### src/rtl/score_keeper.sv
// Run score keeper: 4-digit BCD score, saturating speed level and milestone strobe.
// Optional session high score is built when HIGH_SCORE_EN is defined.
module score_keeper #(
    parameter int TICKS_PER_POINT = 4,
    parameter int MAX_LEVEL       = 7
) (
    input  logic        clk,
    input  logic        rst_n,
    input  logic [1:0]  game_tick,
    input  logic        game_start_pulse,
    input  logic        game_over_pulse,
    output logic [15:0] score,
    output logic [15:0] high_score,
    output logic [2:0]  speed_level,
    output logic        milestone_pulse,
    output logic        new_high_pulse,
    output logic        counting
);

    typedef enum logic [1:0] {
        IDLE     = 2'd0,
        COUNTING = 2'd1,
        FROZEN   = 2'd2
    } state_t;

    localparam logic [3:0]  PRESC_LAST = 4'(TICKS_PER_POINT - 1);
    localparam logic [2:0]  LEVEL_MAX  = 3'(MAX_LEVEL);
    localparam logic [15:0] SCORE_MAX  = 16'h9999;

    state_t      state;
    logic [3:0]  presc;
    logic [15:0] score_inc;
    logic        carry;
    logic        crash;

    // Frame tick has no role in scoring.
    logic unused_frame_tick;
    assign unused_frame_tick = &{1'b0, game_tick[0]};

    // BCD ripple increment: each 9 rolls to 0 and passes the carry up.
    always_comb begin
        score_inc = score;
        carry     = 1'b1;
        for (int d = 0; d < 4; d++) begin
            if (carry) begin
                if (score[d*4 +: 4] == 4'd9) begin
                    score_inc[d*4 +: 4] = 4'd0;
                end else begin
                    score_inc[d*4 +: 4] = score[d*4 +: 4] + 4'd1;
                    carry               = 1'b0;
                end
            end
        end
    end

    assign crash    = (state == COUNTING) && game_over_pulse && !game_start_pulse;
    assign counting = (state == COUNTING);

    always_ff @(posedge clk or negedge rst_n) begin
        if (!rst_n) begin
            state           <= IDLE;
            score           <= '0;
            presc           <= '0;
            speed_level     <= '0;
            milestone_pulse <= 1'b0;
        end else begin
            milestone_pulse <= 1'b0;
            if (game_start_pulse) begin
                state       <= COUNTING;
                score       <= '0;
                presc       <= '0;
                speed_level <= '0;
            end else begin
                case (state)
                    IDLE, FROZEN: ;
                    COUNTING: begin
                        if (game_over_pulse) begin
                            state <= FROZEN;
                        end else if (game_tick[1]) begin
                            if (presc == PRESC_LAST) begin
                                presc <= '0;
                                // At 9999 the score pins; the prescaler still wraps.
                                if (score != SCORE_MAX) begin
                                    score <= score_inc;
                                    if (score_inc[7:0] == 8'h00) begin
                                        milestone_pulse <= 1'b1;
                                        if (speed_level != LEVEL_MAX)
                                            speed_level <= speed_level + 3'd1;
                                    end
                                end
                            end else begin
                                presc <= presc + 4'd1;
                            end
                        end
                    end
                    default: begin
                        state       <= IDLE;
                        score       <= '0;
                        presc       <= '0;
                        speed_level <= '0;
                    end
                endcase
            end
        end
    end

`ifdef HIGH_SCORE_EN
    // BCD digits order like binary, so a plain unsigned compare is exact.
    always_ff @(posedge clk or negedge rst_n) begin
        if (!rst_n) begin
            high_score     <= '0;
            new_high_pulse <= 1'b0;
        end else begin
            new_high_pulse <= 1'b0;
            if (crash && (score > high_score)) begin
                high_score     <= score;
                new_high_pulse <= 1'b1;
            end
        end
    end
`else
    logic unused_crash;
    assign unused_crash   = crash;
    assign high_score     = 16'h0000;
    assign new_high_pulse = 1'b0;
`endif

endmodule

### config.mk
export PLATFORM = sky130hd
export DESIGN_NAME = score_keeper
export DESIGN_NICKNAME = d
export VERILOG_FILES = /design/src/rtl/score_keeper.sv
export SDC_FILE = /design/constraint.sdc
export NUM_CORES = 1
export LEC_CHECK = 0
export CORE_MARGIN = 2
export CORE_UTILIZATION = 49
export DETAILED_ROUTE_END_ITERATION = 10
export PLACE_DENSITY = 0.87
export SLEW_MARGIN = 25
export SYNTH_ARGS = -nofsm -noshare
export SYNTH_HDL_FRONTEND = slang
export SYNTH_SLANG_ARGS = --single-unit
### constraint.sdc
create_clock -name clk -period 2.6 [get_ports clk]
set_input_delay 0.39 -clock clk [delete_from_list [all_inputs] [get_ports clk]]
set_output_delay 0.39 -clock clk [all_outputs]
set_load 0.01 [all_outputs]
# Yosys cells after proc, flatten, opt, wreduce, memory -nomap -nowiden
# Index checks and enable logic that the tools add are counted.
# W data, S select, Z words.
# word_totals
regBits,26
latchBits,0
ramBits,0
mem_bits_ro,0
out_inout_bits,38
wordCells,82
memories,0
# classes
add_sub_neg,6
multipliers,0
div_mod_pow,0
magnitude_cmp,0
eq_ne,19
shifts,0
muxes,41
n_bitwise,0
reduce_logical,9
# ops
op,n
$mux W16,5
$mux W4,11
$pmux W16 S2,1
$mux W3,7
$add A4 B1 Y4 const B,5
$ne A3 B2 Y1 const B,6
$eq A4 B4 Y1 const B,4
$ne A16 B16 Y1 const B,1
$mux W1,12
$ne A3 B3 Y1 const B,4
$reduce_and A6 Y1,2
$logic_not A8 Y1,1
$pmux W4 S2,1
$reduce_and A7 Y1,1
$pmux W3 S2,1
$reduce_and A5 Y1,1
$eq A4 B2 Y1 const B,1
$mux W2,2
$pmux W2 S2,1
$add A3 B1 Y3 const B,1
$reduce_and A3 Y1,1
$eq A2 B1 Y1 const B,1
$eq A2 B2 Y1 const B,1
$logic_not A2 Y1,1
3 further kinds,3

# Logic depth before layout (Yosys ltp)
# Gate-level depths: netlist (run 1).
# logic_depth
word_depth,11
depth_mapped,9

# Worst setup path after synthesis (run 1)
# OpenSTA, ideal clock, no wires.
# synth_path
kind,register to register
from,reg score[0]
to,reg score[14]
setup_ns,0.076
arrival_time_ns,1.936
required_time_ns,2.524
slack_ns,0.587
path_stages_with_launch,7
path_cell_list,dfrtp_1 -> ha_1 -> nand4b_1 -> a2111oi_4 -> a31oi_2 -> or3_1 -> o21ai_1
# synth_via
elab_chain_cells,6
# synth_lines
element,line,text
start: declaration,12,"output logic [15:0] score,"
start signal: assignment,84,score <= score_inc;
$eq A4 B4 Y1,46,if (score[d*4 +: 4] == 4'd9) begin
$mux W1,46,
$mux W1 (2 in series),45,if (carry) begin
$ne A3 B2 Y1 (no line),n/a,
$reduce_and A6 Y1 (no line) *,n/a,
# Mark *: on every way between the ends. The rest lies on a longest branch, timed or not.
# A chain may end at the register's enable or synchronous reset.

# Worst setup path in the final report (run 1)
# Same ends and word-level chain as after synthesis.

==> reports/qor.txt, run 1 <==
status - complete, no violations
Num CTS Buffers - 3
Std-Cell Rows - 21
cell taking the most area after synthesis - dfrtp_1
mapped cell area - 1704 sq um
Util after Layout - 0.6011
clock skew - 5.813 ps
I/O pin count - 44
Chip Height - 62.98 um
met2 Usage GRT - 0.2779
Max Buffers Root-to-Sink - 2
clock sinks - 26
Max-Slew Margin vs Limit - 0.6073
EDFF count, synth - 0
crit share post-route - 0.8527
max-cap violation count - 0
critical path startpoint - score[0]
ANT cells - 0
Startpoint Class - flop
VDD IR max - 0.2920 mV
TritonRoute pass-1 iters - 4
Crit Path Class - reg2reg
# DRC - 0
Comb power frac - 0.173
minimum clock period after layout - 2217 ps
GRT Overall Usage - 0.1827
Cell Pwr Density - 391.7 nW/um^2
largest net degree at the start of global routing - 27
register area share after synthesis - 0.3818
switch share - 0.2869
Fill cells - 299
fin area - 2006 sq um
Cell Int Power - 0.5602 mW
mean number of vias per cell - 5.413
root buffer cell - clkbuf_4
RePlAce Congestion - 0.8181
M3 GR Usage - 0.01261
placed wire-length estimate - 2381 um
per-cell routed wire length - 12.84 um
initial core utilization - 0.5107
RSZ-0062 raised after global routing - false
drt initial violations - 84
non-filler cells, final - 259
Clock Latency Late Sink - 330 ps
via count - 1402
fraction of layout instances using a drive strength above 1 - 0.06573
cell count after synthesis - 186
FF-to-FF Start - score[0]
worst slew pin tran - 584.1 ps
global route hottest layer - met2
Synth Flop Type - dfrtp_1
Final Power - 0.7855 mW
initial antenna violation count - 0
mean post-synth cell area - 9.162 sq um
commonest non-fill, non-tap cell in the layout - dfrtp_1
GRT overflow - 0
Synth top area share - 0.3818
count of cell types in the netlist - 45
hold_buf cts - 0
Setup Total Neg Slack - 0 ps
die area - 3966 sq um
Slew Limit Fails - 0
Final Hold Fails - 0
Max Freq - 451.1 MHz
CP max FO - 8
Synth area leaders - dfrtp_1 38%, buf_4 7.5%, ha_1 6.6%
CORE AREA - 3337 sq um
htree depth - 1
register share of total power - 0.555
met1 Use GR - 0.2649
HP Class - in2async
Ys Warns - 0
Layout Area Growth over Synthesis - 17.69%
DIE WIDTH - 62.98 um
crit end category - flop
Clock transition at path regs - 150 ps
WP data arrival - 2490 ps
DRT antenna net count - 0
Worst EP required - 2870 ps
total wire length - 3325 um
CTS resizes - 0
Final Setup Violations - 0
first-pass GRT wire length - 5809 um
placed insts - 255
PortBufs - 25
Async S/R FF share, synth - 1.000
setup bufs post-CTS - 0
most frequent cells in the layout - 26 x dfrtp_1, 25 x clkdlybuf4s50_1, 18 x o21ai_0
#FFs+latches synth - 26
vias in the first global route - 1236
CTS tree - done
register area - 650.6 sq um
P_sw - 0.2254 mW
Multi-input gate area - 938.4 sq um
nets@finish - 229
static leakage - 0.9082 nW
placed instance area - 1969 sq um
Clk pwr share - 0.272
r2r worst-path depth - 6
-- metal layers --
metal / routed length (um) / vias up
met5: 0 / -
met1: 1564 / 659
li1: - / 699
met2: 1562 / 40
met3: 141 / 4
met4: 57 / 0
-- synthesized netlist by cell type (2+ instances only) --
library cell,count
dfrtp_1,26
nand4_1,5
nor2b_1,4
ha_1,9
a21o_1,6
and4b_1,2
o41ai_1,4
inv_1,6
and3_1,3
nand3b_1,2
nand2b_1,5
o21ai_1,2
nand3_1,5
nand2_1,15
buf_4,17
nor2_1,11
nor3b_1,4
o31ai_1,6
nor3_1,2
o21ai_0,18
a22o_1,2
a21oi_1,4
clkbuf_1,4
buf_2,2
a211oi_1,2
-- through the flow --
stage,hold slack [ps],setup WS (ps)
after global placement,496.5,374.5
after global routing,424.8,209.0
after floorplan,94.41,587.3
after detailed placement,515.5,357.3
final,410.6,383.0
after CTS,404.9,378.8
-- flip-flops by register name, summed over array words and instances, names as in the netlist --
name             cells
score               16
state                2
milestone_pulse      1
speed_level          3
presc                4
-- final cells by class --
class	instances	share of cell area
inverter	6	0.01123
clock buffer	4	0.01809
multi-input combinational	147	0.4679
sequential	26	0.3244
timing repair buffer	30	0.1497
tap	46	0.02870
-- cell families (layout without fill, tap and decap cells) --
group | Yosys count | after routing | share of synthesized area
DFF | 26 | 26 | 0.3818
AOI/OAI and AO/OA | 50 | 50 | 0.2056
xor gates and xnor gates | 1 | 1 | 0.005140
other | 1 | 17 | 0.002201
muxes | 2 | 2 | 0.01248
and+or+nand+nor | 68 | 68 | 0.2239
buffers and inverters | 29 | 40 | 0.1028
adders and majority gates | 9 | 9 | 0.06608
-- worst paths after layout --
kind | endpoint | slack, ps
max in group asynchronous | score[14] | 1940
max | score[14] | 380
min in group clk | presc[3] | 540
max reg2reg | score[14] | 380
min | score[7] | 410
min reg2reg | presc[3] | 540
-- worst max-delay path, stage by stage (launching register included) --
cell,delay (ps)
dfrtp_1,490
ha_1,270
nand4b_1,200
a2111oi_4,450
a31oi_2,240
or3_1,370
o21ai_1,140
-- power groups by stage --
stage | registers [mW] | clock network [mW] | logic (mW)
2_1_floorplan | 0.443 | 0 | 0.0982
3_3_place_gp | 0.443 | 0 | 0.133
3_5_place_dp | 0.443 | 0 | 0.137
4_1_cts | 0.436 | 0.225 | 0.137
5_1_grt | 0.439 | 0.241 | 0.153
6_report | 0.436 | 0.214 | 0.136
Power figures use the tool's default switching activity.
==> run 2, diff against run 1 <==
==> constraint.sdc (replaced) <==
create_clock -name clk -period 2.06 [get_ports clk]
set_input_delay 0.309 -clock clk [delete_from_list [all_inputs] [get_ports clk]]
set_output_delay 0.309 -clock clk [all_outputs]
set_load 0.01 [all_outputs]
==> run 2 against run 1 <==
Compared with the run above: clock skew up 0.65 ps; clock power grew 69%; flip-flop and latch count unchanged; non-clock buffer count grew 26; count of clock-buffer cells in the layout shrank 1; critical endpoint is now score[12]; total power rose by 44%.
==> reports/qor.txt, run 2 (synthesis results as in run 1) <==
DIE WIDTH - 62.98 um (unchanged)
initial antenna violation count - 0 (unchanged)
ANT cells - 0 (unchanged)
placed instance area - 2115 sq um (was 1969 sq um)
total wire length - 4077 um (was 3325 um)
TritonRoute pass-1 iters - 4 (unchanged)
largest net degree at the start of global routing - 27 (unchanged)
# DRC - 0 (unchanged)
Most flops, register - score (unchanged)
CORE AREA - 3337 sq um (unchanged)
HP Class - in2async (unchanged)
Final Power - 1.133 mW (was 0.7855 mW)
WP data arrival - 2320 ps (was 2490 ps)
Max-Slew Margin vs Limit - 0.5616 (was 0.6073)
crit end category - flop (unchanged)
Worst path max stage delay - 450 ps (was 490 ps)
Crit Path Class - reg2reg (unchanged)
Worst EP required - 2340 ps (was 2870 ps)
minimum hold slack - 319.7 ps (was 410.6 ps)
nets@finish - 255 (was 229)
DRT antenna net count - 0 (unchanged)
Layout Area Growth over Synthesis - 34.14% (was 17.69%)
static leakage - 1.078 nW (was 0.9082 nW)
clock skew - 6.458 ps (was 5.813 ps)
Buf/Inv on CP - 1 (was 0)
fin area - 2286 sq um (was 2006 sq um)
mean number of vias per cell - 5.533 (was 5.413)
status - complete, no violations (unchanged)
Clock transition at path regs - 150 ps (about the same)
I/O pin count - 44 (unchanged)
PortBufs - 25 (unchanged)
vias in the first global route - 1453 (was 1236)
Max Buffers Root-to-Sink - 2 (unchanged)
RePlAce Congestion - 0.8718 (was 0.8181)
Final Hold Fails - 0 (unchanged)
commonest non-fill, non-tap cell in the layout - buf_4 (was dfrtp_1)
Num CTS Buffers - 3 (unchanged)
per-cell routed wire length - 14.31 um (was 12.84 um)
RSZ-0062 raised after global routing - true (was false)
max-cap violation count - 0 (unchanged)
CP max FO - 4 (was 8)
clock sinks - 26 (unchanged)
worst slew pin tran - 652.0 ps (was 584.1 ps)
Clock Latency Late Sink - 330 ps (about the same)
crit share post-route - 0.9911 (was 0.8527)
slowest CP cell - dfrtp_1 (unchanged)
biggest regs - score x16, presc x4, speed_level x3 (unchanged)
Slew Limit Fails - 0 (unchanged)
Startpoint Class - flop (unchanged)
Setup WS pre-CTS - -28.38 ps (was 357.3 ps)
GRT overflow - 0 (unchanged)
Chip Height - 62.98 um (unchanged)
VDD IR max - 0.3429 mV (was 0.2920 mV)
placed wire-length estimate - 2641 um (was 2381 um)
CTS tree - done (unchanged)
minimum clock period after layout - 2042 ps (was 2217 ps)
first-pass GRT wire length - 6210 um (was 5809 um)
final worst setup slack - 18.38 ps (was 383.0 ps)
root buffer cell - clkbuf_4 (unchanged)
die area - 3966 sq um (unchanged)
initial core utilization - 0.5107 (unchanged)
Util after Layout - 0.6850 (was 0.6011)
fraction of layout instances using a drive strength above 1 - 0.2218 (was 0.06573)
htree depth - 1 (unchanged)
Cell Pwr Density - 495.6 nW/um^2 (was 391.7 nW/um^2)
most frequent cells in the layout - 31 x buf_4, 26 x dfrtp_1, 25 x clkdlybuf4s50_1 (was 26 x dfrtp_1, 25 x clkdlybuf4s50_1, 18 x o21ai_0)
Max Freq - 489.8 MHz (was 451.1 MHz)
Std-Cell Rows - 21 (unchanged)
GRT Overall Usage - 0.1930 (was 0.1827)
Final Setup Violations - 0 (unchanged)
Crit path max-delay family - compound AO/OA/AOI/OAI gates (unchanged)
CP Cell Sequence - ha_4, and3b_2, a2111oi_4, buf_4, a31oi_4, or3_4, o21ai_2 (was ha_1, nand4b_1, a2111oi_4, a31oi_2, or3_1, o21ai_1)
drt initial violations - 109 (was 84)
via count - 1577 (was 1402)
max FFs per register - 16 (unchanged)
==> run 2: changes by cell type in the layout (fill, tap and decap cells not counted), moves of 2 or more <==
| cell | delta |
|---|---|
| ha_2 | +2 |
| ha_1 | -3 |
| o41ai_1 | -2 |
| o21ai_2 | +2 |
| o21ai_0 | -2 |
| buf_4 | +27 |
==> run 2: cell type report <==
type                       count  area [sq um]
multi-input combinational    147          1020
clock inverter                 1         30.03
inverter                       6         22.52
fill                         264          1051
tap                           46         57.56
clock buffer                   3         22.52
sequential                    26         650.6
timing repair buffer          56         483.0
==> run 2: repair_timing <==
action	4_1_cts	5_1_grt
setup buffers	0	5
endpoints found under the setup margin	3	7
gates resized for setup	0	18
hold buffers	0	0
pin swaps	1	5
==> run 2: metrics by stage <==
step,TNS [ps],cells
floorplan,0,202
global placement,0,276
detailed placement,-52.93,276
CTS,0,280
global route,-217.5,285
finish,0,285
==> run 2: path summary, 6_finish.rpt <==
path                       startpoint        endpoint  slack [ps]  cells past startpoint
hold reg to reg              presc[1]        presc[1]         540                      2
hold / removal                  rst_n  speed_level[2]         320                      2
max in group asynchronous       rst_n        presc[2]        1480                      2
setup reg to reg             score[8]       score[12]          20                      7
min in group clk             presc[1]        presc[1]         540                      2
setup / recovery             score[8]       score[12]          20                      7
==> run 2: report_power, final <==
group | internal [mW] | total [mW] | switching (mW)
Clock | 0.197 | 0.361 | 0.164
Sequential | 0.527 | 0.543 | 0.0156
Combinational | 0.100 | 0.229 | 0.129
==> run 2: routing by layer <==
| layer | vias up | track usage | share of wire |
|---|---|---|---|
| li1 | 751 | - | - |
| met1 | 766 | 0.2526 | 0.44 |
| met2 | 51 | 0.3191 | 0.50 |
| met3 | 9 | 0.02342 | 0.044 |
| met4 | 0 | 0.08611 | 0.017 |
| met5 | - | 0 | 0 |
==> run 3, diff against run 2 <==
--- a/config.mk
+++ b/config.mk
@@ -13,3 +13,4 @@
 export SYNTH_ARGS = -nofsm -noshare
 export SYNTH_HDL_FRONTEND = slang
 export SYNTH_SLANG_ARGS = --single-unit
+export TNS_END_PERCENT = 30
==> run 3 against run 2 <==
Compared with the run above: cell count stayed put; first-iteration DRC count is 15% lower; clock power hardly changed; critical path depth stayed put; clock skew is 1.4 ps higher; cell area is 0.44% lower; via count is 0.76% lower; setup slack better by 3.1 ps; utilization is 0.30 points lower; critical endpoint unchanged.
==> reports/qor.txt, run 3 (synthesis results as in run 1) <==
met2 Usage GRT - 0.3191 (unchanged)
max-cap violation count - 0 (unchanged)
total wire length - 4030 um (was 4077 um)
Crit Path Class - reg2reg (unchanged)
mean number of vias per cell - 5.491 (was 5.533)
Fill cells - 263 (was 264)
register area - 650.6 sq um (unchanged)
CTS tree - done (unchanged)
Clock Latency Late Sink - 330 ps (about the same)
Layout Area Growth over Synthesis - 33.55% (was 34.14%)
VDD IR max - 0.3446 mV (was 0.3429 mV)
biggest regs - score x16, presc x4, speed_level x3 (unchanged)
Max Freq - 490.5 MHz (was 489.8 MHz)
met1 Use GR - 0.2526 (unchanged)
CORE AREA - 3337 sq um (unchanged)
Final Setup Violations - 0 (unchanged)
Setup Total Neg Slack - 0 ps (unchanged)
first-pass GRT wire length - 6210 um (unchanged)
RePlAce Congestion - 0.8718 (unchanged)
Setup WS pre-CTS - -28.38 ps (unchanged)
nets@finish - 255 (unchanged)
CP Cell Sequence - ha_4, and3b_2, a2111oi_4, buf_4, a31oi_4, or3_4, o21ai_2 (unchanged)
Clock transition at path regs - 150 ps (about the same)
M3 GR Usage - 0.02342 (unchanged)
I/O pin count - 44 (unchanged)
RSZ-0062 raised after global routing - true (unchanged)
WP data arrival - 2320 ps (about the same)
most frequent cells in the layout - 31 x buf_4, 26 x dfrtp_1, 25 x clkdlybuf4s50_1 (unchanged)
crit share post-route - 0.9896 (was 0.9911)
Multi-input gate area - 1010 sq um (was 1020 sq um)
PortBufs - 25 (unchanged)
vias in the first global route - 1453 (unchanged)
Worst path max stage delay - 450 ps (about the same)
minimum hold slack - 316.6 ps (was 319.7 ps)
die area - 3966 sq um (unchanged)
Worst EP required - 2340 ps (about the same)
Cell Pwr Density - 495.7 nW/um^2 (was 495.6 nW/um^2)
clock skew - 7.866 ps (was 6.458 ps)
Most flops, register - score (unchanged)
status - complete, no violations (unchanged)
Num CTS Buffers - 3 (unchanged)
htree depth - 1 (unchanged)
initial antenna violation count - 0 (unchanged)
slowest CP cell - dfrtp_1 (unchanged)
ANT cells - 0 (unchanged)
reg2reg setup slack - 20 ps (about the same)
drt initial violations - 93 (was 109)
CP max FO - 4 (unchanged)
# DRC - 0 (unchanged)
largest net degree at the start of global routing - 27 (unchanged)
root buffer cell - clkbuf_4 (unchanged)
Startpoint Class - flop (unchanged)
fraction of layout instances using a drive strength above 1 - 0.2134 (was 0.2218)
r2r worst-path depth - 7 (unchanged)
commonest non-fill, non-tap cell in the layout - buf_4 (unchanged)
Final Hold Fails - 0 (unchanged)
via count - 1565 (was 1577)
Util after Layout - 0.6820 (was 0.6850)
Max Buffers Root-to-Sink - 2 (unchanged)
static leakage - 1.073 nW (was 1.078 nW)
max FFs per register - 16 (unchanged)
Slew Limit Fails - 0 (unchanged)
placed wire-length estimate - 2641 um (unchanged)
DIE WIDTH - 62.98 um (unchanged)
Chip Height - 62.98 um (unchanged)
Max-Slew Margin vs Limit - 0.5617 (was 0.5616)
Std-Cell Rows - 21 (unchanged)
final worst setup slack - 21.45 ps (was 18.38 ps)
worst slew pin tran - 651.9 ps (was 652.0 ps)
crit end category - flop (unchanged)
initial core utilization - 0.5107 (unchanged)
GRT Overall Usage - 0.1930 (unchanged)
clock sinks - 26 (unchanged)
Final Power - 1.128 mW (was 1.133 mW)
HP Class - in2async (unchanged)
DRT antenna net count - 0 (unchanged)
GRT overflow - 0 (unchanged)
minimum clock period after layout - 2039 ps (was 2042 ps)
per-cell routed wire length - 14.14 um (was 14.31 um)
TritonRoute pass-1 iters - 4 (unchanged)
global route hottest layer - met2 (unchanged)
==> run 3: cell counts in the layout (fill, tap and decap cells not counted) <==
No cell type changed its count.
==> run 3: final timing paths <==
check | startpoint | to
max reg2reg | score[8] | score[12]
min reg2reg | presc[1] | presc[1]
min | rst_n | speed_level[2]
max | score[8] | score[12]
max in group asynchronous | rst_n | score[10]
min in group clk | presc[1] | presc[1]
==> run 3: metal layers <==
metal,up-vias,part of all wire
li1,752,-
met1,762,0.44
met2,42,0.50
met3,9,0.042
met4,0,0.020
met5,-,0
==> run 3: metrics by stage <==
step / instances / instance area [sq um]
6_report: 285 / 2276
5_1_grt: 285 / 2276
4_1_cts: 280 / 2167
3_5_place_dp: 276 / 2115
3_3_place_gp: 276 / 2115
2_1_floorplan: 202 / 1764
==> run 3: where the power goes <==
| part | internal, mW | leakage (nW) | switching, mW |
|---|---|---|---|
| clock network | 0.197 | 0.0279 | 0.165 |
| logic | 0.0977 | 0.689 | 0.126 |
| registers | 0.527 | 0.356 | 0.0154 |
==> run 3: cell type report <==
class,count,share of cell area
Multi-Input combinational cell,147,0.4437
Sequential cell,26,0.2859
Timing Repair Buffer,56,0.2122
Tap cell,46,0.02529
Clock inverter,1,0.01319
Clock buffer,3,0.009896
Inverter,6,0.009896
==> run 3: repair_timing <==
item / in CTS / in global routing
resized for setup: 0 / 16
hold buffers: 0 / 0
setup endpoints to repair: 3 / 7
buffers inserted: 0 / 5
pin swaps: 1 / 5
==> run 3: worst max-delay path: cells and delay by family (launching register included) <==
family,cells,cell delay (ps)
fa+ha+maj,1,180
compound gates,3,610
flops,1,450
buf+inv,1,180
simple gates,2,580
